<file path="config.mk">
export PLATFORM = sky130hd
export DESIGN_NAME = board_io_bridge
export DESIGN_NICKNAME = d
export VERILOG_FILES = /design/src/rtl/board_io_bridge.sv
export SDC_FILE = /design/constraint.sdc
export NUM_CORES = 1
export LEC_CHECK = 0
export BUFFER_PORTS_ARGS = -buffer_cell sky130_fd_sc_hd__buf_2
export CORE_MARGIN = 5
export CORE_UTILIZATION = 58
export CTS_BUF_LIST = sky130_fd_sc_hd__clkbuf_2 sky130_fd_sc_hd__clkbuf_4 sky130_fd_sc_hd__clkbuf_8
export DETAILED_ROUTE_END_ITERATION = 10
export PLACE_DENSITY = 0.87
export SETUP_SLACK_MARGIN = 0.1
export SLEW_MARGIN = 15
export SYNTH_ARGS = -nofsm -noshare
export SYNTH_HDL_FRONTEND = slang
export SYNTH_SLANG_ARGS = --single-unit
</file>
<file path="constraint.sdc">
create_clock -name i_clk -period 5.6 [get_ports i_clk]
set_input_delay 1.12 -clock i_clk [delete_from_list [all_inputs] [get_ports i_clk]]
set_output_delay 1.12 -clock i_clk [all_outputs]
set_load 0.1 [all_outputs]
</file>
<file path="src/rtl/board_io_bridge.sv">
// board_io_bridge: board pins <-> single-cycle core I/O ports.
// Switch/key synchronise + debounce, stretched core reset, run/step
// clock-enable FSM, registered LED/HEX outputs with PC-debug display.
// Optional hardware breakpoint: define BOARD_IO_BRKPT_EN.

// One debounced bit: two-flop synchroniser followed by a stable-count filter.
module board_io_debounce #(
  parameter int DEBOUNCE_CYC = 500000
) (
  input  logic i_clk,
  input  logic i_reset,
  input  logic i_raw,
  output logic o_clean
);
  localparam int CW = $clog2(DEBOUNCE_CYC + 1);
  // Flip on the DEBOUNCE_CYC-th consecutive differing cycle, so the
  // raw-to-clean latency is exactly DEBOUNCE_CYC+2 including the synchroniser.
  localparam logic [CW-1:0] CNT_LAST = CW'(DEBOUNCE_CYC - 1);

  logic          meta_q, sync_q, clean_q;
  logic [CW-1:0] cnt_q;

  // Synchronise, then count consecutive cycles where sync differs from clean.
  always_ff @(posedge i_clk) begin
    if (i_reset) begin
      meta_q  <= 1'b0;
      sync_q  <= 1'b0;
      clean_q <= 1'b0;
      cnt_q   <= '0;
    end else begin
      meta_q <= i_raw;
      sync_q <= meta_q;
      if (sync_q == clean_q) begin
        cnt_q <= '0;
      end else if (cnt_q == CNT_LAST) begin
        clean_q <= sync_q;
        cnt_q   <= '0;
      end else begin
        cnt_q <= cnt_q + 1'b1;
      end
    end
  end

  assign o_clean = clean_q;
endmodule

module board_io_bridge #(
  parameter int NUM_SW       = 18,
  parameter int NUM_HEX      = 8,
  parameter int DEBOUNCE_CYC = 500000,
  parameter int RST_HOLD     = 16,
  parameter int RST_SW_IDX   = NUM_SW - 1,
  parameter int MODE_SW_IDX  = NUM_SW - 2,
  parameter int DISP_SW_IDX  = NUM_SW - 3
) (
  input  logic                 i_clk,
  input  logic                 i_reset,
  input  logic [NUM_SW-1:0]    i_sw,
  input  logic                 i_key_step,
  output logic [31:0]          o_io_sw,
  output logic                 o_core_reset,
  output logic                 o_core_en,
  output logic [15:0]          o_step_cnt,
  input  logic [31:0]          i_io_ledr,
  input  logic [31:0]          i_io_ledg,
  input  logic [7*NUM_HEX-1:0] i_io_hex,
  input  logic [31:0]          i_pc_debug,
  input  logic                 i_insn_vld,
`ifdef BOARD_IO_BRKPT_EN
  input  logic [31:0]          i_brk_addr,
  input  logic                 i_brk_vld,
`endif
  output logic [NUM_SW-1:0]    o_ledr,
  output logic [7:0]           o_ledg,
  output logic [7*NUM_HEX-1:0] o_hex
);
  localparam int HW = $clog2(RST_HOLD + 1);

`ifdef BOARD_IO_BRKPT_EN
  typedef enum logic [2:0] {S_HOLD, S_RUN, S_STEP_WAIT, S_STEP_PULSE, S_BRK} state_t;
`else
  typedef enum logic [1:0] {S_HOLD, S_RUN, S_STEP_WAIT, S_STEP_PULSE} state_t;
`endif

  // ---- input conditioning: switches plus step key as the top bit ----
  logic [NUM_SW:0] raw, clean;
  assign raw = {i_key_step, i_sw};

  for (genvar b = 0; b <= NUM_SW; b++) begin : g_db
    board_io_debounce #(.DEBOUNCE_CYC(DEBOUNCE_CYC)) u_db (
      .i_clk   (i_clk),
      .i_reset (i_reset),
      .i_raw   (raw[b]),
      .o_clean (clean[b])
    );
  end

  logic mode, disp, key_clean;
  assign mode      = clean[MODE_SW_IDX];
  assign disp      = clean[DISP_SW_IDX];
  assign key_clean = clean[NUM_SW];

  // Control bits are deliberately left visible to the core.
  assign o_io_sw = 32'(clean[NUM_SW-1:0]);

  // ---- reset stretcher ----
  logic          rst_src;
  logic [HW-1:0] hold_q, hold_d;
  assign rst_src = i_reset | clean[RST_SW_IDX];

  always_comb begin
    hold_d = hold_q;
    if (rst_src)              hold_d = HW'(RST_HOLD);
    else if (hold_q != '0)    hold_d = hold_q - 1'b1;
  end

  // Hold counter reloads while the source is up, counts down after it falls.
  always_ff @(posedge i_clk) begin
    if (i_reset) hold_q <= HW'(RST_HOLD);
    else         hold_q <= hold_d;
  end

  assign o_core_reset = rst_src | (hold_q != '0);

  // ---- run / step enable FSM ----
  state_t state_q;
  logic   key_prev_q;
  logic   key_rise;
  logic   run_st;
  assign key_rise = key_clean & ~key_prev_q;
  assign run_st   = (state_q == S_RUN) || (state_q == S_STEP_PULSE);

`ifdef BOARD_IO_BRKPT_EN
  logic brk_hit, brk_armed_q;
  // Break is taken in the matching cycle itself, so the enable drops at once.
  assign brk_hit   = (state_q == S_RUN) && i_brk_vld && (i_pc_debug == i_brk_addr);
  assign o_core_en = run_st && !o_core_reset && !brk_hit;
`else
  assign o_core_en = run_st && !o_core_reset;
`endif

  // Enable sequencing; core reset always parks the FSM in HOLD.
  always_ff @(posedge i_clk) begin
    if (i_reset) begin
      state_q    <= S_HOLD;
      key_prev_q <= 1'b0;
`ifdef BOARD_IO_BRKPT_EN
      brk_armed_q <= 1'b0;
`endif
    end else begin
      key_prev_q <= key_clean;
`ifdef BOARD_IO_BRKPT_EN
      // Remembers the mode=1 half of the 0->1->0 toggle that resumes from BRK.
      brk_armed_q <= (state_q == S_BRK) && (brk_armed_q || mode);
`endif
      if (o_core_reset) begin
        state_q <= S_HOLD;
      end else begin
        case (state_q)
          S_HOLD:       state_q <= mode ? S_STEP_WAIT : S_RUN;
          S_RUN: begin
`ifdef BOARD_IO_BRKPT_EN
            if (brk_hit)   state_q <= S_BRK;
            else
`endif
            if (mode)      state_q <= S_STEP_WAIT;
          end
          S_STEP_WAIT: begin
            if (!mode)         state_q <= S_RUN;
            else if (key_rise) state_q <= S_STEP_PULSE;
          end
          S_STEP_PULSE: state_q <= mode ? S_STEP_WAIT : S_RUN;
`ifdef BOARD_IO_BRKPT_EN
          S_BRK: begin
            if (key_rise)                  state_q <= S_STEP_PULSE;
            else if (brk_armed_q && !mode) state_q <= S_RUN;
          end
`endif
          default:      state_q <= S_HOLD;
        endcase
      end
    end
  end

  // Enabled-cycle counter, held at zero while the core is in reset.
  logic [15:0] step_cnt_q;
  always_ff @(posedge i_clk) begin
    if (i_reset || o_core_reset) step_cnt_q <= '0;
    else if (o_core_en)          step_cnt_q <= step_cnt_q + 16'd1;
  end
  assign o_step_cnt = step_cnt_q;

  // ---- display path ----
  function automatic logic [6:0] seg7(input logic [3:0] n);
    case (n)
      4'h0: seg7 = 7'h40;  4'h1: seg7 = 7'h79;  4'h2: seg7 = 7'h24;  4'h3: seg7 = 7'h30;
      4'h4: seg7 = 7'h19;  4'h5: seg7 = 7'h12;  4'h6: seg7 = 7'h02;  4'h7: seg7 = 7'h78;
      4'h8: seg7 = 7'h00;  4'h9: seg7 = 7'h10;  4'hA: seg7 = 7'h08;  4'hB: seg7 = 7'h03;
      4'hC: seg7 = 7'h46;  4'hD: seg7 = 7'h21;  4'hE: seg7 = 7'h06;  4'hF: seg7 = 7'h0E;
      default: seg7 = 7'h7F;
    endcase
  endfunction

  logic [7*NUM_HEX-1:0] hex_d, hex_q;
  for (genvar k = 0; k < NUM_HEX; k++) begin : g_hex
    assign hex_d[7*k +: 7] = disp ? seg7(i_pc_debug[4*k +: 4]) : i_io_hex[7*k +: 7];
  end

  logic [NUM_SW-1:0] ledr_q;
  logic [7:0]        ledg_q;

  // Board outputs registered once; hex blanks in reset.
  always_ff @(posedge i_clk) begin
    if (i_reset) begin
      ledr_q <= '0;
      ledg_q <= '0;
      hex_q  <= {NUM_HEX{7'h7F}};
    end else begin
      ledr_q <= i_io_ledr[NUM_SW-1:0];
      ledg_q <= {i_io_ledg[7:1], i_insn_vld};
      hex_q  <= hex_d;
    end
  end

  assign o_ledr = ledr_q;
  assign o_hex  = hex_q;
`ifdef BOARD_IO_BRKPT_EN
  assign o_ledg = {ledg_q[7] | (state_q == S_BRK), ledg_q[6:0]};
`else
  assign o_ledg = ledg_q;
`endif

  // Only slices of these words reach the board.
  logic unused_in;
  assign unused_in = ^{i_io_ledr, i_io_ledg, i_pc_debug};
endmodule

</file>
==> key figures, run 1 <==
GRT
  • Initial antenna violation count: 1
  • Largest net degree at the start of global routing: 87
  • Grt ovf: 0
  • First-pass GRT wire length: 90,100 um
  • Gr usage total: 22.2%
  • Vias in the first global route: 19,900

Yosys
  • Synthesis Warnings: 0
  • FF+latch count, synth: 524
  • Top cell type's share of synthesized area: 43.3%
  • Post-synth EDFFs: 0
  • Avg Inst Size Synth: 8.81 um^2
  • Yosys cell types: 64
  • Biggest area consumer among synthesized cells: dfxtp_1
  • Mapped Area: 24,200 um^2
  • Mapped Cells: 2,751
  • Register area share after synthesis: 43.3%
  • Dominant cells by area after synthesis: dfxtp_1, nor2_1, xnor2_1
  • Top FF cell, synth: dfxtp_1
  • Asr flop ratio synth: 0%

STA
  • Worst-Margin Slew: 0.937 ns
  • Final slew viol count: 0
  • Final setup fails: 0
  • Minimum clock period: 4.17 ns
  • Clk_skew: 0.0221 ns
  • RSZ-0062 raised after global routing: false
  • Setup ws final: 1.43 ns
  • Worst rel slew slack: 37.3%
  • Highest clock rate: 0.240 GHz
  • Setup TNS: 0 ns
  • Tcrit/Tclk final: 74.4%
  • Final hold vios: 0

Detailed routing
  • Vias per inst: 5.66
  • DR vias: 20,300
  • TritonRoute pass-1 iters: 7
  • Routed Antenna Nets: 0
  • Residual DRC: 0
  • Post-Route WL: 53,500 um
  • Drt first-iter violations: 1,402
  • Drt wl/cell: 14.9 um

Die
  • Row cnt: 75
  • Die Wd: 214 um
  • Initial core utilization: 58.2%
  • Die Ht: 214 um
  • Area of the die: 46,000 um^2
  • I/O pins: 306
  • Area of the core: 41,700 um^2

Worst setup path
  • Maximum fanout along the worst path: 19
  • Worst reg2reg path depth: 6
  • Crit. End Element: output pin
  • Reg2reg end: state_q[1]
  • Crit path launch type: flop
  • Critical path, cell by cell: inv_1 > ha_1 > or4b_4 > or3_1 > nor2_1 > buf_2
  • CP required: 4.48 ns
  • Crit path largest cell delay: 0.60 ns
  • Worst endpoint data arrival time: 3.05 ns
  • Worst flop-to-flop path startpoint: hold_q[0]
  • CP max-delay cell: or3_1
  • WS Path Type: reg2out
  • Reg2Reg Setup Slack: 3.14 ns

Hold path
  • Min-Delay Path Class: reg2reg
  • Hold path cells: 1
  • Hold Path End: g_db[9].u_db.sync_q
  • Worst Hold Launch: g_db[9].u_db.meta_q

Place
  • Setup WS pre-CTS: 1.93 ns
  • Placed insts: 3,429
  • HPWL Detailed: 37,000 um
  • RD Place Congestion: 0.927
  • IO buf count: 252

CTS
  • CTS tree: built
  • Hold-fix buffers, CTS: 0
  • Clock root buffer: clkbuf_8
  • Clock-pin slew on the worst setup and hold paths: 0.07 ns
  • CTS resizes: 0
  • Clock Latency Late Sink: 0.65 ns
  • Clock Sinks: 524
  • Setup Fix Bufs, Post-CTS: 0
  • H-tree Lvls: 3
  • Clock tree buffer depth: 3
  • CTS Buf Count: 87

Cells and area
  • Area grow syn2layout: 13.4%
  • Final Non-Filler Cells: 3,582
  • Final Core Density: 66.0%
  • Layout cell share with drive strength beyond 1: 16.6%
  • Final #Nets: 3,225

Pwr
  • Leak: 9.54 nW
  • Max VDD drop: 0.275 mV
  • Ratio of total power to cell area: 292 nW/um^2
  • Total power: 8.03 mW

Flow run
  • Max Cap Viol: 0

Outcome
  • Status: complete, no violations
==> worst max path at each step <==
stage                     startpoint   endpoint  slack, ns  cells past startpoint
after floorplan              i_reset  o_core_en       0.78                      4
after global placement       i_reset  o_core_en       1.95                      4
after detailed placement     i_reset  o_core_en       1.93                      4
after CTS                  hold_q[0]  o_core_en       1.35                      6
after global routing       hold_q[0]  o_core_en       1.27                      6
final                      hold_q[0]  o_core_en       1.43                      6
==> cell families (layout without fill, tap and decap cells) <==
kind of cell             count (synthesis)  after routing  synth area share, %
AND/OR/NAND/NOR                       1247           1247                 27.4
flip-flops                             524            524                 43.3
AO/OA/AOI/OAI                          360            360                 9.26
XOR/XNOR                               265            265                 9.57
buffers and inverters                  234            512                 4.31
adder cells (fa/ha/maj)                 72             72                 3.72
multiplexers                            48             48                 2.48
other                                    1             15               0.0155
==> per-stage QoR <==
step / cell area, um^2 / hold slack [ns]
after floorplan: 24300 / 0.413
after global routing: 27500 / 0.455
final: 27500 / 0.432
after detailed placement: 25600 / 0.428
after global placement: 25600 / 0.422
after CTS: 27500 / 0.434
==> cells in the mapped netlist, types with 10 or more instances <==
library cell  number
clkbuf_1          70
inv_1            105
or3_1             89
or2_2             33
buf_1             14
dfxtp_1          524
nor2_1           360
nand3_1          129
nor4b_1           13
xnor2_1          142
xor2_1           123
nand2b_1          23
o21ai_0           86
and4_1            34
mux2i_1           24
nor4bb_1          11
or4_1             46
o31ai_1           31
ha_1              72
nand2_1          141
nor4_1            58
a21oi_1          139
and3_1            15
nand3b_1          11
buf_4             37
nor3_1            52
nor2b_1           99
nand4_1           97
mux2_2            16
a211o_1           32
and2_1            14
o211ai_1          10
==> flip-flops by register name, summed over array words and instances, names as in the netlist <==
register           cells
state_q                2
g_db.u_db.cnt_q      361
o_ledr                18
g_db.u_db.sync_q      19
hold_q                 5
o_step_cnt            16
o_ledg                 8
o_hex                 56
g_db.u_db.meta_q      19
key_prev_q             1
g_db.u_db.o_clean     19
==> critical path: cells and delay by family (launching register included) <==
kind | cells | cell delay, ns
adder cells (fa/ha/maj) | 1 | 0.22
buffers and inverters | 2 | 0.52
flip-flops | 1 | 0.33
AND/OR/NAND/NOR | 3 | 1.30
==> report_power, final <==
group          internal [mW]  switching (mW)
combinational          0.192           0.501
clock                   1.98            1.52
sequential              3.80          0.0348
==> per-layer routing <==
layer,track usage (%),part of all wire (%),vias up
met5,0,0,-
met4,7.52,2.8,0
met3,6.35,6.5,107
met2,40.2,50,582
met1,25.2,41,9539
li1,-,-,10100
==> layout by cell type (no fill, tap or decap), drive strengths merged, types with 15 or more instances in the layout <==
master  instances
a211o          32
a21oi         139
and3           15
and4           35
buf           255
clkbuf        132
dfxtp         524
ha             72
inv           108
mux2           16
mux2i          24
nand2         141
nand2b         23
nand3         129
nand4          97
nor2          360
nor2b          99
nor3           52
nor4           58
o21ai          96
o31ai          31
or2            33
or3            89
or4            48
xnor2         142
xor2          123
==> cell type report <==
class	count	area, um^2
clock buffers	132	1700
multi-input cells	2006	12800
clock inverters	20	149
diodes	1	2.50
flip-flops and latches	524	10500
inverters	105	394
fillers	3160	14200
repair buffers	255	1290
well taps	539	674
Note: power is estimated with default switching activity, not from simulation.
==> inputs of run 2 (changes only) <==
Clock period 5.6 ns to 3.95 ns, I/O delays scaled along.
==> run 2 against run 1 <==
  * Highest routed layer is now met5
  * Die area did not move
  * Sequential power rose by 42%
  * Worst hold slack got worse by 0.073 ns
  * Clock skew rose by 0.0035 ns
  * Largest power group unchanged
  * First-iteration DRC count fell by 12%
  * Core utilization rose by 0.12 points
  * Design area rose by 0.19%
==> key figures, run 2 (same netlist as run 1, synthesis figures left out) <==
Cells and area
  • Commonest non-fill, non-tap cell in the layout: dfxtp_1
  • Area grow syn2layout: 13.6%
  • Ant diodes: 0
  • Largest register by flop count: g_db.u_db.cnt_q
  • Layout cell share with drive strength beyond 1: 16.7%
  • Largest register FFs: 361
  • Final #Nets: 3,226
  • Commonest non-fill, non-tap cells in the layout: dfxtp_1, nor2_1, buf_2

STA
  • Minimum clock period: 3.67 ns
  • Tcrit/Tclk final: 92.8%
  • Worst-Margin Slew: 0.870 ns
  • Final setup fails: 0
  • Setup TNS: 0 ns
  • Highest clock rate: 0.273 GHz
  • Final slew viol count: 0
  • Clk_skew: 0.0255 ns
  • Worst rel slew slack: 41.7%
  • Setup ws final: 0.282 ns
  • RSZ-0062 raised after global routing: false
  • Final hold vios: 0

Detailed routing
  • TritonRoute pass-1 iters: 6
  • Post-Route WL: 52,700 um
  • Drt wl/cell: 14.7 um
  • DR vias: 20,300
  • Vias per inst: 5.65
  • Routed Antenna Nets: 0
  • Drt first-iter violations: 1,229
  • Residual DRC: 0

Worst setup path
  • Setup crit end: o_core_en
  • CP required: 3.16 ns
  • Crit. End Element: output pin
  • Bufs and invs on worst path: 2
  • Reg2Reg Setup Slack: 1.50 ns
  • Critical path, cell by cell: inv_1 > ha_1 > or4b_4 > or3_1 > nor2_4 > buf_4
  • Worst endpoint data arrival time: 2.88 ns
  • Crit path largest cell delay: 0.63 ns
  • Maximum fanout along the worst path: 19
  • Worst path top cell family by delay: simple AND/OR/NAND/NOR gates
  • CP max-delay cell: or3_1
  • Reg2reg end: state_q[1]
  • Worst path depth: 6
  • Worst flop-to-flop path startpoint: hold_q[0]
  • Crit path from: hold_q[0]
  • Crit path launch type: flop
  • WS Path Type: reg2out
  • Worst reg2reg path depth: 6

Die
  • Die Wd: 214 um
  • Area of the core: 41,700 um^2
  • I/O pins: 306
  • Area of the die: 46,000 um^2
  • Die Ht: 214 um
  • Initial core utilization: 58.2%
  • Row cnt: 75

CTS
  • Clock Sinks: 524
  • CTS Buf Count: 88
  • CTS tree: built
  • Clock Latency Late Sink: 0.64 ns
  • CTS resizes: 1
  • Setup Fix Bufs, Post-CTS: 0
  • Hold-fix buffers, CTS: 0
  • H-tree Lvls: 3
  • Clock tree buffer depth: 3
  • Clock root buffer: clkbuf_8
  • Clock-pin slew on the worst setup and hold paths: 0.06 ns

GRT
  • Initial antenna violation count: 1
  • Largest net degree at the start of global routing: 107
  • First-pass GRT wire length: 89,000 um
  • Gr usage total: 21.9%
  • Vias in the first global route: 19,800
  • Grt ovf: 0

Place
  • Setup WS pre-CTS: 0.815 ns
  • HPWL Detailed: 36,700 um
  • IO buf count: 252
  • RD Place Congestion: 0.908

Outcome
  • Status: complete, no violations

Flow run
  • Max Cap Viol: 0

Pwr
  • Ratio of total power to cell area: 415 nW/um^2
  • Max VDD drop: 0.367 mV
  • Leak: 9.55 nW

Hold path
  • Min-Delay Path Class: in2reg
## run 2: how the worst min path moves through the flow
stage,from,endpoint,slack (ns),depth (start not counted)
after floorplan,g_db[6].u_db.cnt_q[0],g_db[6].u_db.cnt_q[0],0.41,1
after global placement,g_db[0].u_db.meta_q,g_db[0].u_db.sync_q,0.42,1
after detailed placement,g_db[4].u_db.meta_q,g_db[4].u_db.sync_q,0.43,1
after CTS,i_sw[2],g_db[2].u_db.meta_q,0.29,2
after global routing,i_sw[16],g_db[16].u_db.meta_q,0.30,2
final,i_insn_vld,o_ledg[0],0.36,2
## run 2: where the power goes
part,internal [mW],switching (mW),leakage (nW)
Sequential,5.38,0.0512,4.26
Combinational,0.271,0.712,4.30
Clock,2.87,2.13,0.998
## run 2: final cells by class
| class | count | area [um^2] |
|---|---|---|
| flip-flops and latches | 524 | 10500 |
| repair buffers | 255 | 1310 |
| clock buffers | 134 | 1690 |
| clock inverters | 21 | 184 |
| well taps | 539 | 674 |
| multi-input cells | 2006 | 12800 |
| inverters | 105 | 394 |
| fillers | 3114 | 14100 |
## run 2: per-stage QoR
| stage | power (mW) | instances | cell area, um^2 | hold slack, ns | util, % |
|---|---|---|---|---|---|
| 2_1_floorplan | 6.31 | 2764 | 24300 | 0.413 | - |
| 3_3_place_gp | 6.49 | 3429 | 25600 | 0.416 | 61.5 |
| 3_5_place_dp | 6.52 | 3429 | 25600 | 0.429 | 61.5 |
| 4_1_cts | 11.6 | 3584 | 27500 | 0.287 | 66.0 |
| 5_1_grt | 11.9 | 3584 | 27500 | 0.303 | 66.1 |
| 6_report | 11.4 | 3584 | 27500 | 0.359 | 66.1 |
## run 2: worst register-to-register path, cell delays in order (launching register included)
cell	delay, ns
dfxtp_1	0.35
inv_1	0.07
ha_1	0.19
or4b_4	0.52
or3_1	0.63
or2_2	0.43
nor3_1	0.18
## run 2: routing by layer
| metal | wire length, um | share of wire, % | vias up | GRT usage [%] |
|---|---|---|---|---|
| met3 | 3320 | 6.3 | 133 | 6.10 |
| met1 | 21800 | 41 | 9474 | 25.4 |
| li1 | - | - | 10100 | - |
| met5 | 7 | 0.013 | - | 0 |
| met4 | 1730 | 3.3 | 2 | 9.15 |
| met2 | 25900 | 49 | 592 | 38.2 |
